==> src/rtl/hazard_ctrl_pkg.sv <==
// Shared pipeline definitions for the hazard controller: FSM state codes,
// forwarding-select codes and the packed bundle of pipeline-register controls.
package hazard_ctrl_pkg;

  localparam logic [0:0] ST_RUN     = 1'b0;
  localparam logic [0:0] ST_MC_BUSY = 1'b1;

  localparam logic [1:0] FWD_RF  = 2'b00;
  localparam logic [1:0] FWD_WB  = 2'b01;
  localparam logic [1:0] FWD_MEM = 2'b10;

  typedef struct packed {
    logic pc_en;
    logic ifid_en;
    logic idex_en;
    logic exmem_en;
    logic memwb_en;
    logic ifid_clr;
    logic idex_clr;
    logic exmem_clr;
  } ctrl_t;

  // Free-running pipeline: every register advances and nothing is flushed.
  localparam ctrl_t CTRL_RUN = 8'b11111_000;

endpackage

==> src/rtl/hazard_ctrl_if.sv <==
// Pipeline-side view of the hazard controller: stage register indices and
// flags in, stall/flush/forwarding controls and the stall counter out.
interface hazard_ctrl_if #(
  parameter int REG_AW = 5,
  parameter int PERF_W = 32
);
  logic [REG_AW-1:0] id_rs1, id_rs2;
  logic [REG_AW-1:0] ex_rs1, ex_rs2, ex_rd;
  logic              ex_reg_write, ex_is_load;
  logic [REG_AW-1:0] mem_rd;
  logic              mem_reg_write;
  logic [REG_AW-1:0] wb_rd;
  logic              wb_reg_write;
  logic              ex_mc_start, ex_branch_taken;

  logic              pc_en, ifid_en, idex_en, exmem_en, memwb_en;
  logic              ifid_clr, idex_clr, exmem_clr;
  logic [1:0]        fwd_a, fwd_b;
  logic              mc_busy, mc_done;
  logic [PERF_W-1:0] perf_stall;

  modport master (
    output id_rs1, id_rs2, ex_rs1, ex_rs2, ex_rd, ex_reg_write, ex_is_load,
           mem_rd, mem_reg_write, wb_rd, wb_reg_write, ex_mc_start, ex_branch_taken,
    input  pc_en, ifid_en, idex_en, exmem_en, memwb_en,
           ifid_clr, idex_clr, exmem_clr, fwd_a, fwd_b, mc_busy, mc_done, perf_stall
  );

  modport slave (
    input  id_rs1, id_rs2, ex_rs1, ex_rs2, ex_rd, ex_reg_write, ex_is_load,
           mem_rd, mem_reg_write, wb_rd, wb_reg_write, ex_mc_start, ex_branch_taken,
    output pc_en, ifid_en, idex_en, exmem_en, memwb_en,
           ifid_clr, idex_clr, exmem_clr, fwd_a, fwd_b, mc_busy, mc_done, perf_stall
  );
endinterface

==> src/rtl/hazard_ctrl_fwd_unit.sv <==
// Operand bypass select for one EX source register; the younger MEM result
// wins over WB, and x0 is never forwarded.
module fwd_unit
  import hazard_ctrl_pkg::*;
#(
  parameter int REG_AW = 5
) (
  input  logic [REG_AW-1:0] rs,
  input  logic [REG_AW-1:0] mem_rd,
  input  logic              mem_reg_write,
  input  logic [REG_AW-1:0] wb_rd,
  input  logic              wb_reg_write,
  output logic [1:0]        sel
);

  always_comb begin
    // NOTE: assign a default first so every path drives sel and no latch is inferred.
    sel = FWD_RF;
    if (mem_reg_write && (mem_rd != '0) && (mem_rd == rs))
      sel = FWD_MEM;
    else if (wb_reg_write && (wb_rd != '0) && (wb_rd == rs))
      sel = FWD_WB;
  end

endmodule

==> src/rtl/hazard_ctrl.sv <==
// Five-stage pipeline hazard controller: load-use stall, redirect flush,
// multi-cycle EX occupancy, operand forwarding and a stall-cycle counter.
module hazard_ctrl
  import hazard_ctrl_pkg::*;
#(
  parameter int MC_LAT = 4,
  parameter int REG_AW = 5,
  parameter int PERF_W = 32
) (
  input  logic         clk,
  input  logic         rst_n,
  hazard_ctrl_if.slave bus
);

  localparam int              CNT_W    = $clog2(MC_LAT);
  localparam logic [CNT_W-1:0] CNT_INIT = CNT_W'(MC_LAT - 2);

  logic [0:0]        state, state_nxt;
  logic [CNT_W-1:0]  mc_cnt, cnt_nxt;
  logic [PERF_W-1:0] perf_q;
  logic              load_use;
  ctrl_t             ctrl;

  assign load_use = bus.ex_is_load && bus.ex_reg_write && (bus.ex_rd != '0) &&
                    ((bus.ex_rd == bus.id_rs1) || (bus.ex_rd == bus.id_rs2));

  always_comb begin
    ctrl      = CTRL_RUN;
    state_nxt = state;
    cnt_nxt   = mc_cnt;
    if (state == ST_MC_BUSY) begin
      // Pipeline events are ignored here; only the countdown matters.
      if (mc_cnt == '0) begin
        state_nxt = ST_RUN;
      end else begin
        ctrl.pc_en     = 1'b0;
        ctrl.ifid_en   = 1'b0;
        ctrl.idex_en   = 1'b0;
        ctrl.exmem_clr = 1'b1;
        cnt_nxt        = mc_cnt - CNT_W'(1);
      end
    end else if (bus.ex_branch_taken) begin
      // Redirect flushes the wrong-path instructions and beats any stall.
      ctrl.ifid_clr = 1'b1;
      ctrl.idex_clr = 1'b1;
    end else if (bus.ex_mc_start) begin
      ctrl.pc_en     = 1'b0;
      ctrl.ifid_en   = 1'b0;
      ctrl.idex_en   = 1'b0;
      ctrl.exmem_clr = 1'b1;
      state_nxt      = ST_MC_BUSY;
      cnt_nxt        = CNT_INIT;
    end else if (load_use) begin
      ctrl.pc_en    = 1'b0;
      ctrl.ifid_en  = 1'b0;
      ctrl.idex_clr = 1'b1;
    end
  end

  // NOTE: sequential state uses non-blocking assignments under an async active-low reset.
  always_ff @(posedge clk or negedge rst_n) begin
    if (!rst_n) begin
      state  <= ST_RUN;
      mc_cnt <= '0;
      perf_q <= '0;
    end else begin
      state  <= state_nxt;
      mc_cnt <= cnt_nxt;
      if (!ctrl.pc_en) perf_q <= perf_q + PERF_W'(1);
    end
  end

  assign bus.pc_en      = ctrl.pc_en;
  assign bus.ifid_en    = ctrl.ifid_en;
  assign bus.idex_en    = ctrl.idex_en;
  assign bus.exmem_en   = ctrl.exmem_en;
  assign bus.memwb_en   = ctrl.memwb_en;
  assign bus.ifid_clr   = ctrl.ifid_clr;
  assign bus.idex_clr   = ctrl.idex_clr;
  assign bus.exmem_clr  = ctrl.exmem_clr;
  assign bus.mc_busy    = (state == ST_MC_BUSY);
  assign bus.mc_done    = (state == ST_MC_BUSY) && (mc_cnt == '0);
  assign bus.perf_stall = perf_q;

  fwd_unit #(.REG_AW(REG_AW)) u_fwd_a (
    .rs(bus.ex_rs1), .mem_rd(bus.mem_rd), .mem_reg_write(bus.mem_reg_write),
    .wb_rd(bus.wb_rd), .wb_reg_write(bus.wb_reg_write), .sel(bus.fwd_a)
  );

  fwd_unit #(.REG_AW(REG_AW)) u_fwd_b (
    .rs(bus.ex_rs2), .mem_rd(bus.mem_rd), .mem_reg_write(bus.mem_reg_write),
    .wb_rd(bus.wb_rd), .wb_reg_write(bus.wb_reg_write), .sel(bus.fwd_b)
  );

endmodule

==> src/flat_wrapper.sv <==
// flat-port wrapper written by rule: the top's interface ports become plain ports
module hazard_ctrl_flat import hazard_ctrl_pkg::*;
#(
  parameter int MC_LAT = 4,
  parameter int REG_AW = 5,
  parameter int PERF_W = 32
)
  (clk, rst_n, bus_id_rs1, bus_id_rs2, bus_ex_rs1, bus_ex_rs2, bus_ex_rd, bus_ex_reg_write, bus_ex_is_load, bus_mem_rd, bus_mem_reg_write, bus_wb_rd, bus_wb_reg_write, bus_ex_mc_start, bus_ex_branch_taken, bus_pc_en, bus_ifid_en, bus_idex_en, bus_exmem_en, bus_memwb_en, bus_ifid_clr, bus_idex_clr, bus_exmem_clr, bus_fwd_a, bus_fwd_b, bus_mc_busy, bus_mc_done, bus_perf_stall);
  hazard_ctrl_if #(.REG_AW(REG_AW), .PERF_W(PERF_W)) bus_i ();
  input  logic clk;
  input  logic rst_n;
  input wire logic [$bits(bus_i.id_rs1)-1:0] bus_id_rs1;
  input wire logic [$bits(bus_i.id_rs2)-1:0] bus_id_rs2;
  input wire logic [$bits(bus_i.ex_rs1)-1:0] bus_ex_rs1;
  input wire logic [$bits(bus_i.ex_rs2)-1:0] bus_ex_rs2;
  input wire logic [$bits(bus_i.ex_rd)-1:0] bus_ex_rd;
  input wire logic [$bits(bus_i.ex_reg_write)-1:0] bus_ex_reg_write;
  input wire logic [$bits(bus_i.ex_is_load)-1:0] bus_ex_is_load;
  input wire logic [$bits(bus_i.mem_rd)-1:0] bus_mem_rd;
  input wire logic [$bits(bus_i.mem_reg_write)-1:0] bus_mem_reg_write;
  input wire logic [$bits(bus_i.wb_rd)-1:0] bus_wb_rd;
  input wire logic [$bits(bus_i.wb_reg_write)-1:0] bus_wb_reg_write;
  input wire logic [$bits(bus_i.ex_mc_start)-1:0] bus_ex_mc_start;
  input wire logic [$bits(bus_i.ex_branch_taken)-1:0] bus_ex_branch_taken;
  output wire logic [$bits(bus_i.pc_en)-1:0] bus_pc_en;
  output wire logic [$bits(bus_i.ifid_en)-1:0] bus_ifid_en;
  output wire logic [$bits(bus_i.idex_en)-1:0] bus_idex_en;
  output wire logic [$bits(bus_i.exmem_en)-1:0] bus_exmem_en;
  output wire logic [$bits(bus_i.memwb_en)-1:0] bus_memwb_en;
  output wire logic [$bits(bus_i.ifid_clr)-1:0] bus_ifid_clr;
  output wire logic [$bits(bus_i.idex_clr)-1:0] bus_idex_clr;
  output wire logic [$bits(bus_i.exmem_clr)-1:0] bus_exmem_clr;
  output wire logic [$bits(bus_i.fwd_a)-1:0] bus_fwd_a;
  output wire logic [$bits(bus_i.fwd_b)-1:0] bus_fwd_b;
  output wire logic [$bits(bus_i.mc_busy)-1:0] bus_mc_busy;
  output wire logic [$bits(bus_i.mc_done)-1:0] bus_mc_done;
  output wire logic [$bits(bus_i.perf_stall)-1:0] bus_perf_stall;
  assign bus_i.id_rs1 = bus_id_rs1;
  assign bus_i.id_rs2 = bus_id_rs2;
  assign bus_i.ex_rs1 = bus_ex_rs1;
  assign bus_i.ex_rs2 = bus_ex_rs2;
  assign bus_i.ex_rd = bus_ex_rd;
  assign bus_i.ex_reg_write = bus_ex_reg_write;
  assign bus_i.ex_is_load = bus_ex_is_load;
  assign bus_i.mem_rd = bus_mem_rd;
  assign bus_i.mem_reg_write = bus_mem_reg_write;
  assign bus_i.wb_rd = bus_wb_rd;
  assign bus_i.wb_reg_write = bus_wb_reg_write;
  assign bus_i.ex_mc_start = bus_ex_mc_start;
  assign bus_i.ex_branch_taken = bus_ex_branch_taken;
  assign bus_pc_en = bus_i.pc_en;
  assign bus_ifid_en = bus_i.ifid_en;
  assign bus_idex_en = bus_i.idex_en;
  assign bus_exmem_en = bus_i.exmem_en;
  assign bus_memwb_en = bus_i.memwb_en;
  assign bus_ifid_clr = bus_i.ifid_clr;
  assign bus_idex_clr = bus_i.idex_clr;
  assign bus_exmem_clr = bus_i.exmem_clr;
  assign bus_fwd_a = bus_i.fwd_a;
  assign bus_fwd_b = bus_i.fwd_b;
  assign bus_mc_busy = bus_i.mc_busy;
  assign bus_mc_done = bus_i.mc_done;
  assign bus_perf_stall = bus_i.perf_stall;
  hazard_ctrl #(.MC_LAT(MC_LAT), .REG_AW(REG_AW), .PERF_W(PERF_W)) u_core (.clk(clk), .rst_n(rst_n), .bus(bus_i));
endmodule
==> config.mk <==
export PLATFORM = sky130hd
export DESIGN_NAME = hazard_ctrl_flat
export DESIGN_NICKNAME = d
export VERILOG_FILES = /design/src/rtl/hazard_ctrl_pkg.sv /design/src/rtl/hazard_ctrl_if.sv /design/src/rtl/hazard_ctrl_fwd_unit.sv /design/src/rtl/hazard_ctrl.sv /design/src/flat_wrapper.sv
export SDC_FILE = /design/constraint.sdc
export NUM_CORES = 1
export LEC_CHECK = 0
export CAP_MARGIN = 40
export CELL_PAD_IN_SITES_DETAIL_PLACEMENT = 1
export CELL_PAD_IN_SITES_GLOBAL_PLACEMENT = 1
export CORE_MARGIN = 2
export CORE_UTILIZATION = 35
export CTS_BUF_LIST = sky130_fd_sc_hd__clkbuf_8 sky130_fd_sc_hd__clkbuf_16
export DETAILED_ROUTE_END_ITERATION = 7
export DONT_BUFFER_PORTS = 1
export PLACE_DENSITY = 0.74
export SLEW_MARGIN = 20
export SYNTH_ARGS = -nofsm -noshare
export SYNTH_HDL_FRONTEND = slang
export SYNTH_SLANG_ARGS = --single-unit
==> constraint.sdc <==
create_clock -name clk -period 2.34 [get_ports clk]
set_input_delay 0.117 -clock clk [delete_from_list [all_inputs] [get_ports clk]]
set_output_delay 0.117 -clock clk [all_outputs]
set_load 0.02 [all_outputs]
# Word level (Yosys, flattened, before mapping)
# Cells that the tools add are included.
word_totals:
  out_inout_bits: 46
  input_bits: 43
  wordCells: 53
  regBits: 35
classes:
  reduce_logical: 17
  muxes: 23
  eq_ne: 8
  n_addsub: 2
ops:
  columns: ["cell", "count"]
  rows:
  - ["adder 32 x 1 -> 32 bit, second input constant", 1]
  - ["== test 5 bit", 6]
  - ["two-way mux 2 bit", 9]
  - ["nonzero test 5 bit", 3]
  - ["two-way mux 1 bit", 11]
  - ["logical AND 1 bit", 10]
  - ["two-way mux 3 bit", 3]
  - ["AND reduction 3 bit", 1]
  - ["logical NOT 2 bit", 1]
  - ["!= test 2 x 1 -> 1 bit, second input constant", 1]
  - ["!= test 2 bit, second input constant", 1]
  - ["nonzero test 2 bit", 1]
  - ["subtractor 2 x 1 -> 2 bit, second input constant", 1]
  - ["logical OR 1 bit", 1]

# Longest topological paths before layout
depth:
  ltp_word: 7
  depth_mapped: 9
  mapped_depth_nobuf: 8

# Cells and area by module
# Synthesis repeated with hierarchy kept, for this count alone.
hier_totals:
  cells_unflattened: 213
  area_unflattened_um2: 2165.8
by_module_without_submodules:
  columns: ["module", "seq_area_each_um2", "cells_each", "n_inst", "area_each_um2"]
  rows:
  - ["hazard_ctrl", 875.8, 173, 1, 1863.0]
  - ["fwd_unit", 0.0, 20, 2, 151.4]

# Worst setup path before layout
# No wires, ideal clock.
synth_path:
  path_kind: "register to register"
  from: "reg u_core.state, in the netlist u_core.bus.mc_busy"
  to: "reg u_core.perf_q[11], in the netlist u_core.bus.perf_stall[11]"
  path_slack_ps: 356
  arrival_time_ps: 1904
  stages_incl_launch_ff: 8
  period_less_slack_ps: 1984
  path_cell_list: "dfrtp_1 > nand2b_1 > o21ai_1 > a31o_4 > inv_4 > buf_12 > nor4b_2 > xor2_1"
synth_between:
  elab_chain_cells: 1
synth_rtl:
  columns: ["element", "line_no", "rtl"]
  rows:
  - ["start, declared", "hazard_ctrl.sv:18", "logic [0:0] state, state_nxt;"]
  - ["start signal, assigned", "hazard_ctrl.sv:67", "state <= state_nxt;"]
  - ["two-way mux 3 bit", "hazard_ctrl.sv:31", "if (state == ST_MC_BUSY) begin"]
  - ["end signal, assigned", "hazard_ctrl.sv:69", "if (!ctrl.pc_en) perf_q <= perf_q + PERF_W'(1);"]
  - ["end, declared", "hazard_ctrl.sv:20", "logic [PERF_W-1:0] perf_q;"]
# Every way passes these cells.
# A chain may end at the register's enable or synchronous reset.

# Worst setup path after layout
layout_path:
  from: "reg u_core.mc_cnt[0]"
  to: "reg u_core.perf_q[24], in the netlist u_core.bus.perf_stall[24]"
layout_between:
  elab_chain_cells: 3
layout_rtl:
  columns: ["element", "line_no", "rtl"]
  rows:
  - ["start, declared", "hazard_ctrl.sv:19", "logic [CNT_W-1:0] mc_cnt, cnt_nxt;"]
  - ["start signal, assigned", "hazard_ctrl.sv:68", "mc_cnt <= cnt_nxt;"]
  - ["logical NOT 2 bit", "hazard_ctrl.sv:33", "if (mc_cnt == '0) begin"]
  - ["two-way mux 3 bit", "hazard_ctrl.sv:33", null]
  - ["two-way mux 3 bit", "hazard_ctrl.sv:31", null]
# Every way passes these cells.

==> flow_metrics.tcl <==
set metrics [dict create \
    outcome "finished clean" \
    finClkSkew_ns 0.00624 \
    dieArea_mm2 0.00690 \
    r2r_start "u_core.mc_cnt[0]$_DFFE_PN0P_" \
    fillerInstances 652 \
    routed_wl_um 5110 \
    post-place-ws_ns 0.229 \
    synth_area_mm2 0.00219 \
    ir_drop_mv 0.711 \
    cp_top_family "simple AND/OR/NAND/NOR gates" \
    path_cells "inv_1, ha_1, nand2b_1, o21ai_1, a31o_4, inv_4, nor4b_1, xor2_1" \
    synth-seq-cells 35 \
    ys_warn_count 0 \
    worst_pin_slew_ns 0.605 \
    synth_async_sr_flop_share 1.00 \
    slew_viol_final 0 \
    yosysTopAreaCell "dfrtp_1" \
    fin_setup_tns_ns 0 \
    multiInputGateArea_mm2 0.00121 \
    start_util 0.365 \
    power_w 0.00217 \
    min_period_ns 2.08 \
    worstHoldPathCells 2 \
    leakagePower_nw 0.869 \
    rsz0062_at_grt "no" \
    critPathMaxFanout 22 \
    row_count 28 \
    clkLatencyLatePin_ns 0.29 \
    hold_viol_final 0 \
    worstSetupStartpointType "register" \
    syn_to_final_growth_pct 12.2 \
    crit_required_ns 2.56 \
    grt_overflow 0 \
    slowest_delay_ns 0.41 \
    syn_area_per_cell_um2 10.4 \
    port_buffers 0 \
    dp_hpwl_um 3920 \
    cts_tree "done" \
    cap_violations 0 \
    ctsResizeCount 0 \
    synth_commonest_cells "dfrtp_1, xor2_1, xnor2_1" \
    cp_num_buf_inv 2 \
    grt_first_pass_wirelength_um 8310 \
    power_density_mw_per_mm2 885 \
    cts_made_buffers 5 \
    core_mm2 0.00599 \
    crit_type "register to register" \
    regArea_um2 876 \
    track_usage 0.149 \
    cts_buffer_depth 2 \
    io_pins 89 \
    reg2reg_depth 8 \
    slew_headroom 0.595 \
    synthTopCellsByArea "dfrtp_1, xor2_1, xnor2_1, nor3_2, nand2_1" \
    cp_data_arrival_time_ns 2.30 \
    end_kind "register" \
    yosysTopAreaCellShare 0.400 \
    timing.hold.ws_ns 0.130 \
    clkSinkCount 35 \
    fin_crit_sh 0.890 \
    hold_start "bus_ex_branch_taken" \
    place_congestion 0.754 \
    h-tree-depth 2 \
    clk_transition_reported_paths_ns 0.08 \
    critPathSlowestCell "nor4b_1" \
    fmax_ghz 0.480 \
    crit_start "u_core.mc_cnt[0]$_DFFE_PN0P_" \
    nNetsFinal 270 \
    vias_per_cell 5.31 \
    diodes 0 \
    worstHoldPathType "input port to register" \
    antenna_found_initial 0 \
    dr.pass1.iters 4 \
    dr.first_iter.drc_count 67 \
    grt_max_degree 36 \
    drive_gt1_frac 0.173 \
    die_h_um 83.1 \
    synthFlopType "dfrtp_1" \
    synth.distinct_cells 34 \
    die_width_um 83.1 \
    r2r_setup_slack_ns 0.26 \
    yosysSeqAreaShare 0.400 \
    grt_pass1_vias 1710 \
    synthMostInstantiatedCell "dfrtp_1" \
    setup_viol 0 \
    vias 1597 \
    ant_nets 0 \
    cp.depth 8 \
    clock-root-buffer "clkbuf_8" \
    routedWlPerCell_um 17.0 \
    finalWorstSetupSlack_ns 0.256 \
    synthCells 211 \
    synth_edf_count 0 \
    drc_errors 0 \
]
==> flip-flops by register name, indices dropped and copies added (netlist names) <==
signal,cells
u_core.mc_cnt,2
u_core.bus.perf_stall,32
u_core.bus.mc_busy,1
==> metrics by stage <==
step           cell area [µm²]  utilization  std cells
2_1_floorplan             2190            -        212
3_3_place_gp              2270        0.379        288
3_5_place_dp              2290        0.383        291
4_1_cts                   2460        0.410        301
5_1_grt                   2460        0.410        301
6_report                  2460        0.410        301
==> layout make-up <==
type | instances | area share
clock buffer | 5 | 0.0280
clock inverter | 3 | 0.0260
inverter | 6 | 0.0102
multi-input combinational | 164 | 0.495
sequential | 35 | 0.357
tap | 75 | 0.0382
timing repair buffer | 13 | 0.0464
==> cell usage in the layout (no fill, tap or decap), types with 6 or more instances in the layout <==
cell	n
xnor2_1	30
nand3_1	13
inv_1	6
xor2_1	31
dfrtp_1	35
nor3_2	9
buf_4	8
nand2_1	20
nor4_2	6
nand4_1	9
nor2_1	9
==> cell families (layout without fill, tap and decap cells) <==
group	count (synthesis)	after routing	share of synthesized area
simple gates	90	90	0.261
xor+xnor	61	61	0.244
flops	35	35	0.400
buf+inv	13	27	0.0469
compound gates	9	9	0.0354
fa+ha+maj	2	2	0.0114
other cells	1	2	0.00171
==> metal layers <==
metal  share of wire  track usage  vias up
met2            0.51        0.254       72
met5               0            0        -
met1            0.39        0.168      770
met3           0.099       0.0686        4
li1                -            -      751
met4          0.0092       0.0358        0
==> worst paths after layout <==
kind                                                          to
min reg2reg                         u_core.mc_cnt[0]$_DFFE_PN0P_
min in group asynchronous  u_core.bus.perf_stall[13]$_DFFE_PN0N_
min                                 u_core.bus.mc_busy$_DFF_PN0_
max                        u_core.bus.perf_stall[24]$_DFFE_PN0N_
max in group asynchronous           u_core.bus.mc_busy$_DFF_PN0_
max reg2reg                u_core.bus.perf_stall[24]$_DFFE_PN0N_
==> power by group <==
group,internal [W],leakage [nW],switching [W]
clock network,0.000422,0.0695,0.000233
logic,0.000225,0.405,0.000438
registers,0.000686,0.394,0.000171
==> what timing repair did <==
item                                   4_1_cts  5_1_grt
hold buffers                                 2        0
endpoints found under the hold margin       35        0
buffers inserted                             0        0
setup endpoints to repair                    0        0
(Power assumes the default switching activity.)
